File: src/rtl/seq_emitter.sv
// Frame transmitter for the 1-2-3 sequence detector: emits bursts of 1,2,3..3 frames
// separated by a 0 gap symbol, with a programmable hold on symbol 3.
module seq_emitter #(
  parameter int CNT_W = 4
) (
  input  logic             clk,
  input  logic             reset,
  input  logic             start,
  input  logic             abort,
  input  logic [CNT_W-1:0] hold_len,
  input  logic [CNT_W-1:0] frames,
  output logic [1:0]       num,
  output logic             busy,
  output logic             done
);

  typedef enum logic [2:0] {
    StIdle,
    StSym1,
    StSym2,
    StSym3,
    StGap
  } state_t;

  state_t           state_q, state_d;
  logic [CNT_W-1:0] hold_cnt_q, hold_cnt_d;
  logic [CNT_W-1:0] frm_cnt_q, frm_cnt_d;
  logic [CNT_W-1:0] hold_len_q, hold_len_d;
  logic [1:0]       num_q, num_d;
  logic             busy_q, busy_d;
  logic             done_q, done_d;

  logic last_sym3;
  logic more_frames;

  assign last_sym3   = (state_q == StSym3) && (hold_cnt_q == '0);
  assign more_frames = (frm_cnt_q > CNT_W'(1));

  always_ff @(posedge clk or posedge reset) begin
    if (reset) begin
      state_q    <= StIdle;
      hold_cnt_q <= '0;
      frm_cnt_q  <= '0;
      hold_len_q <= '0;
      num_q      <= 2'b00;
      busy_q     <= 1'b0;
      done_q     <= 1'b0;
    end else begin
      state_q    <= state_d;
      hold_cnt_q <= hold_cnt_d;
      frm_cnt_q  <= frm_cnt_d;
      hold_len_q <= hold_len_d;
      num_q      <= num_d;
      busy_q     <= busy_d;
      done_q     <= done_d;
    end
  end

  always_comb begin
    state_d    = state_q;
    hold_cnt_d = hold_cnt_q;
    frm_cnt_d  = frm_cnt_q;
    hold_len_d = hold_len_q;
    done_d     = 1'b0;

    if (abort) begin
      // Abort cancels any burst; in idle it also suppresses a coincident start.
      state_d = StIdle;
    end else begin
      unique case (state_q)
        StIdle: begin
          if (start) begin
            hold_len_d = hold_len;
            hold_cnt_d = hold_len;
            frm_cnt_d  = (frames == '0) ? CNT_W'(1) : frames;
            state_d    = StSym1;
          end
        end
        StSym1: state_d = StSym2;
        StSym2: state_d = StSym3;
        StSym3: begin
          if (hold_cnt_q != '0) begin
            hold_cnt_d = hold_cnt_q - CNT_W'(1);
          end else if (more_frames) begin
            frm_cnt_d  = frm_cnt_q - CNT_W'(1);
            hold_cnt_d = hold_len_q;
            state_d    = StGap;
          end else begin
            state_d = StIdle;
          end
        end
        StGap:   state_d = StSym1;
        default: state_d = StIdle;
      endcase
    end

    if (!abort && last_sym3 && !more_frames) begin
      done_d = 1'b1;
    end
  end

  // Outputs are decoded from the next state and registered alongside it.
  always_comb begin
    num_d  = 2'b00;
    busy_d = (state_d != StIdle);
    unique case (state_d)
      StSym1:  num_d = 2'b01;
      StSym2:  num_d = 2'b10;
      StSym3:  num_d = 2'b11;
      default: num_d = 2'b00;
    endcase
  end

  assign num  = num_q;
  assign busy = busy_q;
  assign done = done_q;

endmodule

File: config.mk
export PLATFORM = sky130hd
export DESIGN_NAME = seq_emitter
export DESIGN_NICKNAME = d
export VERILOG_FILES = /design/src/rtl/seq_emitter.sv
export SDC_FILE = /design/constraint.sdc
export NUM_CORES = 1
export LEC_CHECK = 0
export CORE_UTILIZATION = 45
export DETAILED_ROUTE_END_ITERATION = 16
export MAX_ROUTING_LAYER = met4
export PLACE_DENSITY = 0.72
export SLEW_MARGIN = 10
export SYNTH_ARGS = -nofsm -noshare
export SYNTH_HDL_FRONTEND = slang
export SYNTH_SLANG_ARGS = --single-unit
File: constraint.sdc
create_clock -name clk -period 5.9 [get_ports clk]
set_clock_uncertainty 0.2 [all_clocks]
set_input_delay 0.59 -clock clk [delete_from_list [all_inputs] [get_ports clk]]
set_output_delay 0.59 -clock clk [all_outputs]
set_load 0.01 [all_outputs]
* Word-level counts from Yosys, hierarchy flattened
Cells that the tools add are included.
** Cells by class
- Add/subtract/negate cells :: 2
- $mul :: 0
- Div/mod/pow operators :: 0
- Order comparisons :: 1
- Equal/unequal tests :: 11
- Shifts and indexed selects :: 0
- Muxes and demuxes :: 16
- Bitwise logic cells :: 1
- Reductions and logical operators :: 14
** Operators with widths (number)
- 4-bit 2-to-1 mux :: 7
- 4-bit one-hot mux with 2 select lines :: 2
- 3-bit one-hot mux with 5 select lines :: 1
- 3-bit by 2-bit equality test with 1-bit output, second input constant :: 4
- 3-bit 2-to-1 mux :: 4
- 4-bit logical NOT :: 2
- 4-bit by 1-bit subtractor with 4-bit output, second input constant :: 2
- 3-bit by 1-bit equality test with 1-bit output, second input constant :: 2
- 2-bit inequality test, second input constant :: 3
- 2-bit one-hot mux with 3 select lines :: 1
- 5-bit AND reduction :: 1
- 4-bit by 1-bit > comparator with 1-bit output, second input constant :: 1
- 4-bit AND reduction :: 1
- 4-bit nonzero test :: 1
- 3-bit equality test, second input constant :: 1
- 1-bit logical AND :: 3
- 3-bit logical NOT :: 1
- 3-bit by 2-bit inequality test with 1-bit output, second input constant :: 1
- 3-bit AND reduction :: 1
- 3-bit nonzero test :: 1
- 1-bit logical NOT :: 2
- 2-bit nonzero test :: 1
- 1-bit 2-to-1 mux :: 1
- 1-bit inverter :: 1
** Word-level totals
- Bits in registers :: 19
- Latch bits :: 0
- Memory bits (writable) :: 0
- Bits in read-only memories :: 0
- Input port bits :: 12
- Output and inout port bits :: 4
- Word-level logic and storage cells :: 52
- Memories kept :: 0

* Longest topological paths before layout
Gate-level depths: netlist of the first run.
- Depth in word-level cells :: 7
- Mapped depth :: 7
- Gate-level depth less buffers :: 7

* Worst setup path after synthesis of the first run
Ideal clock, no wire load.
- Path kind :: flip-flop to flip-flop
- Start :: register hold_cnt_q[0]
- End :: register hold_cnt_q[1]
- Setup time :: 125 ps
- Arrival time :: 1725 ps
- Required time :: 5575 ps
- Path slack :: 3851 ps
- Stages on the path, launching flop included :: 7
- Path buffers :: 0
- Clock period less this slack :: 2049 ps
- Cells stage by stage :: dfrtp_1 > inv_1 > ha_1 > nor3b_2 > nand2_1 > o21ai_2 > mux2_2
** On the way
- Longest elaborated chain between the ends :: 3
- Elaborated cells between the ends (all ways) :: 6
- Those cells by class :: 1 x add/sub; 1 x eq/ne; 2 x mux; 2 x reduce/logical
** Ends and longest elaborated chain
- from (decl) :: RTL line 26 : logic [CNT_W-1:0] hold_cnt_q, hold_cnt_d;
- from (signal assigned) :: RTL line 50 : hold_cnt_q <= hold_cnt_d;
- 4-bit by 1-bit subtractor with 4-bit output / 4-bit nonzero test (equally long branches) :: RTL line 83, 82
- 4-bit 2-to-1 mux / 3-bit by 2-bit inequality test with 1-bit output (equally long branches)
- 4-bit one-hot mux with 2 select lines / 4-bit AND reduction (equally long branches)
Parallel ways exist; a longest one is shown, timed or not.
A chain may end at the register's enable or synchronous reset.

* Worst setup path after layout of the first run
Ends and elaborated chain as after synthesis.

==> results of run 1 <==
power breakdown:
part           internal [mW]  leakage, nW  switching (mW)
logic                 0.0637        0.281          0.0661
registers              0.161        0.237          0.0305
clock network         0.0263       0.0150          0.0389
total                  0.251        0.533           0.135
registers in the layout, summed over array words and instances (netlist names):
register / cells
busy: 1
state_q: 3
hold_cnt_q: 4
hold_len_q: 4
num: 2
done: 1
frm_cnt_q: 4
cell families (layout without fill, tap and decap cells):
group / count (synthesis) / after routing
AO/OA/AOI/OAI: 30 / 30
AND/OR/NAND/NOR: 46 / 46
adder cells (fa/ha/maj): 3 / 3
buffers and inverters: 9 / 26
multiplexers: 3 / 3
flip-flops: 19 / 19
per-stage QoR:
| step | area [sq um] | utilization | power [mW] | setup slack (ps) |
|---|---|---|---|---|
| 2_1_floorplan | 1040 | - | 0.282 | 3850 |
| 3_5_place_dp | 1220 | 0.555 | 0.323 | 3380 |
| 4_1_cts | 1240 | 0.567 | 0.388 | 3530 |
| 6_report | 1240 | 0.567 | 0.386 | 3490 |
| 3_3_place_gp | 1220 | 0.555 | 0.316 | 3410 |
| 5_1_grt | 1240 | 0.567 | 0.414 | 3280 |
cell usage in the layout, fill, tap and decap left out, types with 2 or more instances in the layout:
cell              n
nor3_1            3
inv_1             7
clkdlybuf4s50_1  15
dfrtp_1          19
ha_1              3
a21oi_1           7
o21ai_0           9
nand2_1          17
clkbuf_4          3
nand3_1           6
nor2_1            7
mux2_2            2
o211ai_1          3
and3b_1           2
cell type report:
| cell class | count | share of cell area |
|---|---|---|
| inverter | 7 | 0.0211 |
| sequential | 19 | 0.383 |
| timing repair buffer | 15 | 0.121 |
| tap | 28 | 0.0282 |
| multi-input combinational | 82 | 0.426 |
| clock buffer | 4 | 0.0211 |
worst reg2reg max path: stages (launching register included):
cell and delay (ps):
dfrtp_1 450, inv_1 130, ha_1 230, nor3b_2 490, nand2_1 190, o21ai_2 260, mux2_2 360
worst max-delay path by stage:
| stage | endpoint | slack (ps) | cells past startpoint |
|---|---|---|---|
| after floorplan | hold_cnt_q[1] | 3850 | 6 |
| after global placement | hold_cnt_q[0] | 3410 | 5 |
| after detailed placement | hold_cnt_q[0] | 3380 | 5 |
| after CTS | hold_cnt_q[1] | 3530 | 6 |
| after global routing | hold_cnt_q[1] | 3280 | 6 |
| final | hold_cnt_q[1] | 3490 | 6 |
cell usage after synthesis (all sizes together) (3+ instances only):
library cell / instances
dfrtp: 19
a21oi: 7
inv: 7
and3b: 3
nand3: 6
o21ai: 10
nand2: 17
nor2: 7
nor3: 3
ha: 3
o211ai: 3
per-layer routing:
| layer | vias up | track usage | wire (microns) |
|---|---|---|---|
| met2 | 26 | 0.318 | 1000 |
| met4 | 0 | 0.0857 | 14 |
| met1 | 390 | 0.226 | 954 |
| met5 | - | - | 0 |
| li1 | 426 | - | - |
| met3 | 2 | 0.0278 | 113 |
==> impl_metrics.json, run 1 <==
{
  "timing.final.crit_share": 0.409,
  "fin_hold_ws_ps": 300,
  "ys_types": 36,
  "synth_edf_count": 0,
  "fmax_ghz": 0.414,
  "r2r_slack_ps": 3490,
  "synth_seq_cells": 19,
  "power_leakage_nw": 0.533,
  "startpoint_type": "flop",
  "ctsHoldBuffers": 0,
  "slew_violations": 0,
  "cp.buffers_inverters": 1,
  "die_w_microns": 50.1,
  "final-setup-viol-count": 0,
  "num_vias": 844,
  "cts_tree": "built",
  "syn_nets": 125,
  "hold_violations": 0,
  "cpMaxStageDelayCell": "nor3b_2",
  "synth_compound_area_frac": 0.209,
  "cp.arrival_ps": 2400,
  "drive_above_1_share": 0.102,
  "place_inst": 151,
  "r2r_end": "hold_cnt_q[1]",
  "die_height_microns": 50.1,
  "grt_pass1_wl_microns": 3510,
  "diodes": 0,
  "ant_nets": 0,
  "port_buffers": 15,
  "avgRoutedWirePerCell_microns": 13.5,
  "critical_path.max_fanout": 8,
  "route.detailed.drc": 0,
  "drv_cap": 0,
  "post_cts_buffers": 0,
  "drt_first_iter_violations": 20,
  "worstPathRequired_ps": 5890,
  "die-area_sq_um": 2510,
  "final_nets": 143,
  "cts-root-buf": "clkbuf_4",
  "yosysWarnings": 0,
  "worst_slew_pin_slew_ps": 750,
  "async_flop_share": 1.00,
  "synth.avg_cell_area_sq_um": 9.46,
  "stdcell_count": 155,
  "synth_top_family_by_area": "simple AND/OR/NAND/NOR gates",
  "status": "finished clean",
  "yosysSeqAreaShare": 0.457,
  "synthDominantCellAreaShare": 0.457,
  "rows": 17,
  "fin_crit_ps": 2410,
  "cp-startpoint": "hold_cnt_q[0]",
  "synthToLayoutAreaGrowth_pct": 19.4,
  "drtPass1Iterations": 4,
  "grt.overflow.total": 0,
  "synth_top_flop_cell": "dfrtp_1",
  "hp-class": "reg -> reg",
  "synth-xor-area-share": 0,
  "clock_latency_ps": 290,
  "synthAdderAreaFrac": 0.0361,
  "rsz0062_at_grt": "false",
  "path_cells": "inv_1, ha_1, nor3b_2, nand2_1, o21ai_2, mux2_2",
  "yosys.area_share.simple": 0.232,
  "worstHoldEndpoint": "hold_len_q[3]",
  "reg2regPathDepth": 6,
  "wirelength_microns": 2090,
  "worst-setup-path-type": "reg -> reg",
  "hp-start": "hold_len_q[3]",
  "reg2reg_from": "hold_cnt_q[0]",
  "grt_pass1_vias": 839,
  "ys_top_cells_by_area": "dfrtp_1, nand2_1, o21ai_0",
  "synth_largest_area_cell": "dfrtp_1",
  "relSlewSlack": 0.500,
  "register_area_sq_um": 475,
  "critPathMaxStageDelay_ps": 490,
  "h-tree-depth": 1,
  "whs_path_depth": 2,
  "cts_buffer_depth": 2,
  "dp_hpwl_microns": 1590,
  "synth_mux_area_frac": 0.0313,
  "globalplace.congestion": 0.869,
  "ir_worst_vdd_mv": 0.162,
  "n_fill_cell": 197,
  "tns_ps": 0,
  "start_util": 0.475,
  "grt_max_degree": 20,
  "core-area_sq_um": 2190,
  "ctsResizeCount": 0,
  "powerDensity_nw_per_um2": 311,
  "worst_setup_path_end_kind": "flop",
  "multiInputGateArea_sq_um": 529,
  "cts_sinks": 19,
  "numCtsBuffers": 3,
  "synth_cells": 110,
  "antenna_found_initial": 0,
  "via_per_inst": 5.45,
  "synth_area_sq_um": 1040,
  "path_delay_family": "simple AND/OR/NAND/NOR gates",
  "io_pins": 16,
  "track_usage": 0.191,
  "clkTransAtPathRegs_ps": 110
}
(Power assumes the default switching activity.)
==> run 2, diff against run 1 <==
==> constraint.sdc (replaced) <==
create_clock -name clk -period 2.47 [get_ports clk]
set_clock_uncertainty 0.2 [all_clocks]
set_input_delay 0.247 -clock clk [delete_from_list [all_inputs] [get_ports clk]]
set_output_delay 0.247 -clock clk [all_outputs]
set_load 0.01 [all_outputs]
==> impl_metrics.json, run 2 (synthesis gave the netlist of run 1 again) <==
{
  "rsz0062_at_grt": "false",
  "grt.overflow.total": 0,
  "track_usage": 0.207,
  "power_leakage_nw": 0.538,
  "numCtsBuffers": 3,
  "grt_pass1_vias": 849,
  "worst_slew_pin_slew_ps": 727,
  "final_nets": 144,
  "die-area_sq_um": 2510,
  "start_util": 0.475,
  "ant_nets": 0,
  "worst_setup_path_end_kind": "flop",
  "largestRegisters": "frm_cnt_q (4), hold_cnt_q (4), hold_len_q (4)",
  "worstPathRequired_ps": 2460,
  "io_pins": 16,
  "drive_above_1_share": 0.109,
  "tns_ps": 0,
  "wirelength_microns": 2120,
  "hold_violations": 0,
  "core-area_sq_um": 2190,
  "hp-class": "in -> async",
  "synthToLayoutAreaGrowth_pct": 20.1,
  "globalplace.congestion": 0.862,
  "r2r_slack_ps": 370,
  "powerDensity_nw_per_um2": 741,
  "grt_pass1_wl_microns": 3750,
  "layout_common_cells": "dfrtp_1, nand2_1, clkdlybuf4s50_1",
  "cts_sinks": 19,
  "route.detailed.drc": 0,
  "fin_crit_ps": 2100,
  "n_fill_cell": 198,
  "reg2reg_from": "hold_cnt_q[0]",
  "ctsResizeCount": 0,
  "reg2regPathDepth": 6,
  "drt_first_iter_violations": 11,
  "die_height_microns": 50.1,
  "slew_violations": 0,
  "clock_latency_ps": 290,
  "place_inst": 152,
  "setup_slack_ps": 367,
  "avgRoutedWirePerCell_microns": 13.6,
  "dp_hpwl_microns": 1600,
  "cts_buffer_depth": 2,
  "die_w_microns": 50.1,
  "via_per_inst": 5.55,
  "cts_tree": "built",
  "ir_worst_vdd_mv": 0.501,
  "layout_commonest_cell": "dfrtp_1",
  "worst-setup-path-type": "reg -> reg",
  "startpoint_type": "flop",
  "place_ws_ps": 276,
  "fin_hold_ws_ps": 168,
  "fmax_ghz": 0.475,
  "grt_max_degree": 20,
  "num_vias": 866,
  "cp.arrival_ps": 2090,
  "h-tree-depth": 1,
  "diodes": 0,
  "cts-root-buf": "clkbuf_4",
  "status": "finished clean",
  "rows": 17,
  "critical_path.max_fanout": 6,
  "antenna_found_initial": 0,
  "ctsHoldBuffers": 0,
  "drv_cap": 0,
  "r2r_end": "hold_cnt_q[1]",
  "relSlewSlack": 0.515,
  "stdcell_count": 156,
  "timing.final.crit_share": 0.852,
  "post_cts_buffers": 0,
  "final-setup-viol-count": 0,
  "clkTransAtPathRegs_ps": 100,
  "port_buffers": 15,
  "drtPass1Iterations": 3
}
run 2: through the flow:
step,power [mW],utilization,instance area (sq um)
2_1_floorplan,0.675,-,1040
3_3_place_gp,0.762,0.559,1220
3_5_place_dp,0.780,0.559,1220
4_1_cts,0.938,0.571,1250
5_1_grt,1.00,0.571,1250
6_report,0.926,0.571,1250
run 2: cell type report:
type | count | area (sq um) | share of cell area
sequential | 19 | 475 | 0.380
clock buffer | 4 | 26.3 | 0.0210
multi-input combinational | 82 | 529 | 0.423
tap | 28 | 35.0 | 0.0280
timing repair buffer | 16 | 158 | 0.126
inverter | 7 | 26.3 | 0.0210
run 2: metal layers:
layer	vias up	share of wire	GRT usage
met4	0	0.0066	0.0524
met3	2	0.034	0.0679
met5	-	0	-
met1	423	0.46	0.247
met2	14	0.50	0.336
li1	427	-	-
run 2: where the power goes:
group	switching [mW]	internal, mW	total (mW)
logic	0.159	0.159	0.318
clock network	0.0897	0.0629	0.153
registers	0.0710	0.384	0.455
total	0.320	0.606	0.926
run 2: worst max-delay path by stage:
stage                   from             to  slack, ps  cells past startpoint
2_1_floorplan  hold_cnt_q[0]  hold_cnt_q[1]        420                      6
3_3_place_gp           start  hold_cnt_q[0]        320                      5
3_5_place_dp           start  hold_cnt_q[0]        280                      5
4_1_cts         frm_cnt_q[0]  hold_cnt_q[1]        380                      6
5_1_grt         frm_cnt_q[0]  hold_cnt_q[1]        270                      6
6_report       hold_cnt_q[0]  hold_cnt_q[1]        370                      6
run 2: critical path, stage by stage (launching register included):
cell and delay (ps):
dfrtp_1 450, inv_1 130, ha_1 240, nor3b_2 220, nand2_1 130, o21ai_2 250, mux2_2 370
==> RTL edit: new RTL, settings of run 2 <==
Encoding of `state_t`: now one-hot (5 bits for 5 states).
--- a/src/rtl/seq_emitter.sv
+++ b/src/rtl/seq_emitter.sv
@@ -16,8 +16,8 @@
 
-  typedef enum logic [2:0] {
-    StIdle,
-    StSym1,
-    StSym2,
-    StSym3,
-    StGap
+  typedef enum logic [4:0] {
+    StIdle = 5'b00001,
+    StSym1 = 5'b00010,
+    StSym2 = 5'b00100,
+    StSym3 = 5'b01000,
+    StGap  = 5'b10000
   } state_t;
Behaviour: no difference found for any inputs over 10 cycles, from zero or initial values and one cycle with reset high; not proved beyond that.
==> RTL edit against run 2 <==
First-iteration DRC count increased to 3.7 times the old value; sequential power increased by 8.8%; power increased by 9.6%; final area increased by 23%; combinational power increased by 9.7%; critical path type unchanged; synthesized area increased by 27%; critical endpoint is now frm_cnt_q[1]; sequential cell count increased by 2; setup slack got worse by 0.14 ns; routed wire length increased by 39%; hold slack improved by 0.012 ns.
==> RTL edit: results (changes against run 2) <==
Result of the run: finished clean
Post-detailed-placement cell area: 1500 µm² (+23%)
Combined area of the multi-input logic cells: 724 µm² (+37%)
Wire length of the first global-routing pass: 5.22 mm (+39%)
Fraction of the mapped netlist area in compound gates: 18.9% (-2.0 points)
Via-per-instance ratio: 6.23 (+12%)
GP Congestion: 0.896 (+4.0%)
Tot GR Track Use: 21.7% (+0.95 points)
Detail Placement HPWL: 2.17 mm (+36%)
Post-Route Hold Slack: 0.180 ns (+0.0121 ns)
Pre-CTS setup slack: 0.303 ns (+0.0275 ns)
Most common library cells after synthesis: sky130_fd_sc_hd__dfrtp_1, sky130_fd_sc_hd__nor2_1, sky130_fd_sc_hd__inv_1, sky130_fd_sc_hd__o21ai_0, sky130_fd_sc_hd__nor3_1
Xor and xnor fraction of the mapped netlist area: 1.33% (+1.3 points)
Share of cells above drive strength 1: 15.2% (+4.3 points)
Portion of the post-synthesis area used by sequential elements: 39.9% (-5.8 points)
Length in cells of the worst reg-to-reg path: 7 (+1)
WL final: 2.95 mm (+39%)
Share of synthesized area spent on multiplexers: 8.43% (+5.3 points)
Syn avg cell area: 9.86 µm² (+4.2%)
Data arrival, critical path: 2.25 ns (+0.16 ns)
Number of global-route vias before repair: 1122 (+32%)
Leakage: 0.637 nW (+18%)
Number of fillers in the final layout: 265 (+34%)
Worst reg-to-reg setup slack: 0.23 ns (-0.14 ns)
Class of the worst hold path: input port to asynchronous set/reset pin
Clock latency reported for the late side of the worst-skew pair: 0.30 ns
Pin count of the biggest net entering global routing: 22 (+10%)
Max-slew headroom at the worst pin: 46.2% (-5.3 points)
Most area-consuming cells after synthesis: sky130_fd_sc_hd__dfrtp_1, sky130_fd_sc_hd__o21ai_0, sky130_fd_sc_hd__mux2_2
Library cells used by synthesis: 55 (+53%)
Post-layout net count: 167 (+16%)
Clock Pin Slew Worst Setup and Hold Paths: 0.13 ns (+0.03 ns)
VDD IR-drop max: 468 µV (-6.6%)
Adder-cell share of the synthesized area: 2.84% (-0.76 points)
Iteration-0 DRC Markers: 41 (+30)
Iteration count of the initial detailed-routing pass: 4 (+1)
==> RTL edit: changes by cell type after synthesis, moves of 3 or more <==
cell | before | now
sky130_fd_sc_hd__nor2_1 | 7 | 10
sky130_fd_sc_hd__mux2i_1 | 1 | 4
sky130_fd_sc_hd__a21oi_1 | 7 | 4
sky130_fd_sc_hd__nand2_1 | 17 | 0
sky130_fd_sc_hd__nand3_1 | 6 | 3
sky130_fd_sc_hd__nor3_1 | 3 | 7
==> RTL edit: layer usage <==
metal  track usage [%]  part of all wire [%]  vias to the layer above
met1              27.4                    45                      569
met5                 -                     0                        -
li1                  -                     -                      532
met4              8.01                   1.0                        0
met3              2.56                   4.5                        4
met2              35.9                    49                       29
==> RTL edit: worst paths after layout <==
check                           endpoint     startpoint
max                         frm_cnt_q[1]  hold_cnt_q[0]
max reg2reg                 frm_cnt_q[1]  hold_cnt_q[0]
min reg2reg                hold_len_q[3]  hold_len_q[3]
min                                 busy          reset
min in group clk           hold_len_q[3]  hold_len_q[3]
max in group asynchronous     state_q[3]          reset
==> RTL edit: area by class of cell <==
cell class,count,area share (%)
Inverter,9,2.21
Sequential cell,21,34.4
Clock buffer,3,1.47
Tap cell,31,2.53
Timing Repair Buffer,19,11.8
Clock inverter,1,0.327
Multi-Input combinational cell,98,47.3
==> RTL edit: kinds of logic (layout without fill, tap and decap cells) <==
logic type,count (synthesis),in the layout
compound gates,36,36
xor+xnor,2,2
simple gates,47,47
buf+inv,15,32
mux,10,10
flops,21,21
fa+ha+maj,3,3
==> RTL edit: report_power, final <==
part	switching, mW	internal [mW]
Sequential	0.0777	0.417
Clock	0.111	0.0603
Combinational	0.171	0.178
